[config.mk]
export PLATFORM = sky130hd
export DESIGN_NAME = cdc_handshake_tx
export DESIGN_NICKNAME = d
export VERILOG_FILES = /design/src/rtl/cdc_handshake_ack_sync.sv /design/src/rtl/cdc_handshake_tx.sv
export SDC_FILE = /design/constraint.sdc
export NUM_CORES = 1
export LEC_CHECK = 0
export ABC_AREA = 0
export CELL_PAD_IN_SITES_DETAIL_PLACEMENT = 1
export CELL_PAD_IN_SITES_GLOBAL_PLACEMENT = 1
export CORE_UTILIZATION = 29
export DETAILED_ROUTE_END_ITERATION = 10
export GPL_TIMING_DRIVEN = 0
export PLACE_DENSITY = 0.77
export SYNTH_ARGS = -nofsm -noshare
export SYNTH_HDL_FRONTEND = slang
export SYNTH_SLANG_ARGS = --single-unit
[constraint.sdc]
create_clock -name clk -period 1.5 [get_ports clk]
set_clock_uncertainty 0.1 [all_clocks]
set_input_delay 0.3 -clock clk [delete_from_list [all_inputs] [get_ports clk]]
set_output_delay 0.3 -clock clk [all_outputs]
set_load 0.03 [all_outputs]
[src/rtl/cdc_handshake_ack_sync.sv]
// ============================================================================
// Module   : cdc_handshake_ack_sync
// Brief    : Resettable multi-flop synchronizer for the far-domain acknowledge.
// Revision : 1.0 - initial release
// ============================================================================
`default_nettype none

module cdc_handshake_ack_sync #(
    parameter int STAGES = 2
) (
    input  logic clk,
    input  logic rst,
    input  logic async_in,
    output logic sync_out,
    output logic primed
);

    logic [STAGES-1:0] r_sync;
    logic [STAGES-1:0] r_fill;

    // The flops clear to 0 on reset, so sync_out is not trustworthy until
    // STAGES samples of the live input have reached the last flop.
    always_ff @(posedge clk) begin
        if (rst) begin
            r_sync <= '0;
            r_fill <= '0;
        end else begin
            r_sync <= {r_sync[STAGES-2:0], async_in};
            r_fill <= {r_fill[STAGES-2:0], 1'b1};
        end
    end

    assign sync_out = r_sync[STAGES-1];
    assign primed   = r_fill[STAGES-1];

endmodule

`default_nettype wire

[src/rtl/cdc_handshake_tx.sv]
// ============================================================================
// Module   : cdc_handshake_tx
// Brief    : Source side of a 4-phase req/ack transfer of one WIDTH-bit word.
// Revision : 1.0 - initial release
// ============================================================================
`default_nettype none

module cdc_handshake_tx #(
    parameter int WIDTH   = 8,
    parameter int STAGES  = 2,
    parameter int TIMEOUT = 0
) (
    input  logic             clk,
    input  logic             rst,
    input  logic             in_valid,
    output logic             in_ready,
    input  logic [WIDTH-1:0] in_data,
    output logic             xfer_req,
    output logic [WIDTH-1:0] xfer_data,
    input  logic             xfer_ack,
    output logic             busy,
    output logic             done,
    output logic             timeout
);

    localparam logic [1:0] ST_IDLE = 2'd0;
    localparam logic [1:0] ST_REQ  = 2'd1;
    localparam logic [1:0] ST_REL  = 2'd2;

    logic [1:0]       r_state;
    logic [1:0]       w_state_nxt;
    logic             r_req;
    logic             r_done;
    logic [WIDTH-1:0] r_data;
    logic             w_ack_s;
    logic             w_sync_primed;
    logic             w_accept;
    logic             w_phase_hold;

    cdc_handshake_ack_sync #(
        .STAGES (STAGES)
    ) u_ack_sync (
        .clk      (clk),
        .rst      (rst),
        .async_in (xfer_ack),
        .sync_out (w_ack_s),
        .primed   (w_sync_primed)
    );

    // A stale high ack must drain before a new request may be raised.
    assign in_ready = !rst && w_sync_primed && (r_state == ST_IDLE) && !w_ack_s;
    assign w_accept = in_valid && in_ready;

    always_comb begin
        w_state_nxt = r_state;
        case (r_state)
            ST_IDLE: if (w_accept) w_state_nxt = ST_REQ;
            ST_REQ:  if (w_ack_s)  w_state_nxt = ST_REL;
            ST_REL:  if (!w_ack_s) w_state_nxt = ST_IDLE;
            default: w_state_nxt = ST_IDLE;
        endcase
    end

    assign w_phase_hold = (r_state != ST_IDLE) && (w_state_nxt == r_state);

    always_ff @(posedge clk) begin
        if (rst) begin
            r_state <= ST_IDLE;
            r_req   <= 1'b0;
            r_done  <= 1'b0;
            r_data  <= '0;
        end else begin
            r_state <= w_state_nxt;
            r_req   <= (w_state_nxt == ST_REQ);
            r_done  <= (r_state == ST_REL) && (w_state_nxt == ST_IDLE);
            if (w_accept) begin
                r_data <= in_data;
            end
        end
    end

    assign xfer_req  = r_req;
    assign xfer_data = r_data;
    assign busy      = (r_state != ST_IDLE);
    assign done      = r_done;

    generate
        if (TIMEOUT > 0) begin : g_timeout
            localparam int CW = $clog2(TIMEOUT + 1);

            logic [CW-1:0] r_cnt;
            logic [CW-1:0] w_cnt_nxt;
            logic          r_timeout;

            // Count saturates so a stalled far end cannot wrap the flag off.
            always_comb begin
                w_cnt_nxt = '0;
                if (w_phase_hold) begin
                    w_cnt_nxt = (r_cnt == CW'(TIMEOUT)) ? r_cnt : r_cnt + 1'b1;
                end
            end

            always_ff @(posedge clk) begin
                if (rst) begin
                    r_cnt     <= '0;
                    r_timeout <= 1'b0;
                end else begin
                    r_cnt <= w_cnt_nxt;
                    if (w_accept) begin
                        r_timeout <= 1'b0;
                    end else if (w_phase_hold && (w_cnt_nxt == CW'(TIMEOUT))) begin
                        r_timeout <= 1'b1;
                    end
                end
            end

            assign timeout = r_timeout;
        end else begin : g_no_timeout
            assign timeout = 1'b0;
        end
    endgenerate

endmodule

`default_nettype wire

==> impl_metrics.ini <==
[floorplanning]
pin_count = 25
fp.dieH_microns = 47.2
rows = 15
die-area_sq_um = 2230
core_sq_um = 1820
start_util_pct = 32.5
die_w_microns = 47.2

[clock_network]
cts.sinks = 16
cts_made_buffers = 3
htreeDepth = 1
cts.path.max_buffers = 2
path_clk_slew_ns = 0.09
cts_tree = done
clockRootBuffer = clkbuf_4
insertion_delay_ns = 0.29

[timing]
setup_viol = 2
timing.final.crit_share_pct = 116
grt_setup_unrepaired = true
hold_ws_ns = 0.268
tns_ns = -0.270
final-hold-violation-count = 0
period_needed_ns = 1.75
setup_ws_ns = -0.246
fmax_mhz = 573
drv_slew = 0

[finish]
nFillCells = 222
finalInstanceArea_sq_um = 908
drive_gt1_share_pct = 21.1
area_growth_pct = 53.5
antenna_cells = 0
finalNetCount = 103

[yosys]
synth_cell_type_count = 22
synth.most_common_cell = dfxtp_1
synth_area_leaders = dfxtp_1, a21oi_1, nand3_1
synth_ff_type = dfxtp_1
synthTopCellsByCount = dfxtp_1, a21oi_1, nand3_1, o21ai_1, nor2b_1
synth_cells = 62
syn_area_sq_um = 592
synth-edff-count = 0
synthesis.nets = 74
ys_seq_area_share_pct = 54.1
yosysTopAreaCell = dfxtp_1
syn_area_per_cell_sq_um = 9.55
synth.ff_latch_count = 16
synth_top_area_share_pct = 54.1
yosys_warnings = 0
async_flop_share_pct = 0

[power_and_ir_drop]
pwr_density_cell_nw_per_um2 = 926
power_leakage_nw = 0.393
peakVddDrop_mv = 0.696

[grt]
grt_pass1_wl_microns = 2440
antenna_found_initial = 0
grt_max_degree = 11
grt.overflow.total = 0
grt_pass1_vias = 531
gr-usage-all-layers_pct = 16.4

[worst_setup_path]
critPathMaxFanout = 2
critPathKind = reg2out
crit_required_ns = 1.10
start_kind = flip-flop
cp.arrival_ns = 1.35
worstSetupEndpointType = output pin

[routing]
drcViolationCount = 0
vias = 563
firstDrtPassIters = 4
wire_per_inst_microns = 12.7
drtIter0Drc = 10
wl_microns = 1460
vias_per_cell = 4.90
antenna_left = 0

[placed_design]
placedInstanceArea_sq_um = 861
numPortBuffers = 23
hpwl_microns = 1040
place_congestion = 0.673

[job]
max-cap-violations = 0

[status]
status = complete, but fails checks
failed_checks = negative setup slack

[worst_hold_path]
hold_path.class = in2reg
[what timing repair did]
item	4_1_cts	5_1_grt
buffers inserted	2	0
gates resized for setup	28	4
endpoints found under the setup margin	22	13
gates cloned	0	0
endpoints found under the hold margin	0	0
hold buffers	0	0
[registers in the layout, indices dropped and copies added, names as in the netlist]
name               count
r_state                2
u_ack_sync.r_sync      2
xfer_data              8
xfer_req               1
u_ack_sync.r_fill      2
done                   1
[placed cells by master (no fill, tap or decap), types with 2 or more instances in the layout]
master           count
dfxtp_1             13
clkdlybuf4s50_1     10
dlygate4sd2_1       10
nand3_1              8
o21ai_1              8
a21oi_1              8
nor2b_1              4
buf_4                3
clkbuf_4             3
dfxtp_2              3
nor3_1               2
buf_6                2
[kinds of logic (layout without fill, tap and decap cells)]
group           count (synthesis)  in the layout  share of synthesized area, %
compound gates                 17             17                          15.0
xor+xnor                        1              1                          1.48
buf+inv                         5             33                          5.28
flops                          16             16                          54.1
other cells                     1              1                         0.634
simple gates                   22             22                          23.5
[stage by stage]
step | util (%) | cells | power [mW] | setup WS, ns
after global placement | 47.3 | 110 | 0.564 | -1.15
after global routing | 49.9 | 115 | 0.881 | -0.294
after floorplan | - | 62 | 0.509 | -0.0563
final | 49.9 | 115 | 0.841 | -0.246
after detailed placement | 47.3 | 110 | 0.565 | -1.18
after CTS | 49.7 | 116 | 0.855 | -0.339
[final timing paths]
kind / from / slack (ns) / depth (start not counted) / endpoint
setup / recovery: r_state[0] / -0.25 / 3 / in_ready
hold / removal: rst / 0.27 / 2 / u_ack_sync.r_sync[1]
setup reg to reg: r_state[0] / 0.15 / 4 / xfer_data[3]
hold reg to reg: u_ack_sync.r_sync[0] / 0.35 / 1 / u_ack_sync.r_sync[1]
[cell type report]
cell class | count | area [sq um] | area share (%)
timing repair buffer | 25 | 236 | 26.0
multi-input combinational | 41 | 260 | 28.7
tap | 25 | 31.3 | 3.44
sequential | 16 | 324 | 35.7
buffer | 3 | 16.3 | 1.79
inverter | 1 | 3.75 | 0.413
clock buffer | 4 | 36.3 | 3.99
[worst max-delay path: stages, from the launching register on]
cell     delay, ns
dfxtp_2       0.33
or3_4         0.39
nor3b_4       0.19
buf_6         0.15
[per-layer routing]
layer | up-vias | part of all wire (%) | global-route usage, %
li1 | 272 | - | -
met1 | 273 | 41 | 17.4
met2 | 15 | 53 | 29.2
met3 | 3 | 5.0 | 6.92
met4 | 0 | 0.89 | 5.14
met5 | - | 0 | 0
[where the power goes]
| part | switching, mW | internal (mW) | total, mW | leakage, nW |
|---|---|---|---|---|
| clock | 0.137 | 0.148 | 0.285 | 0.0210 |
| combinational | 0.0591 | 0.0556 | 0.115 | 0.240 |
| sequential | 0.00567 | 0.436 | 0.442 | 0.132 |
| total | 0.201 | 0.640 | 0.841 | 0.393 |
Note: power is estimated with default switching activity, not from simulation.
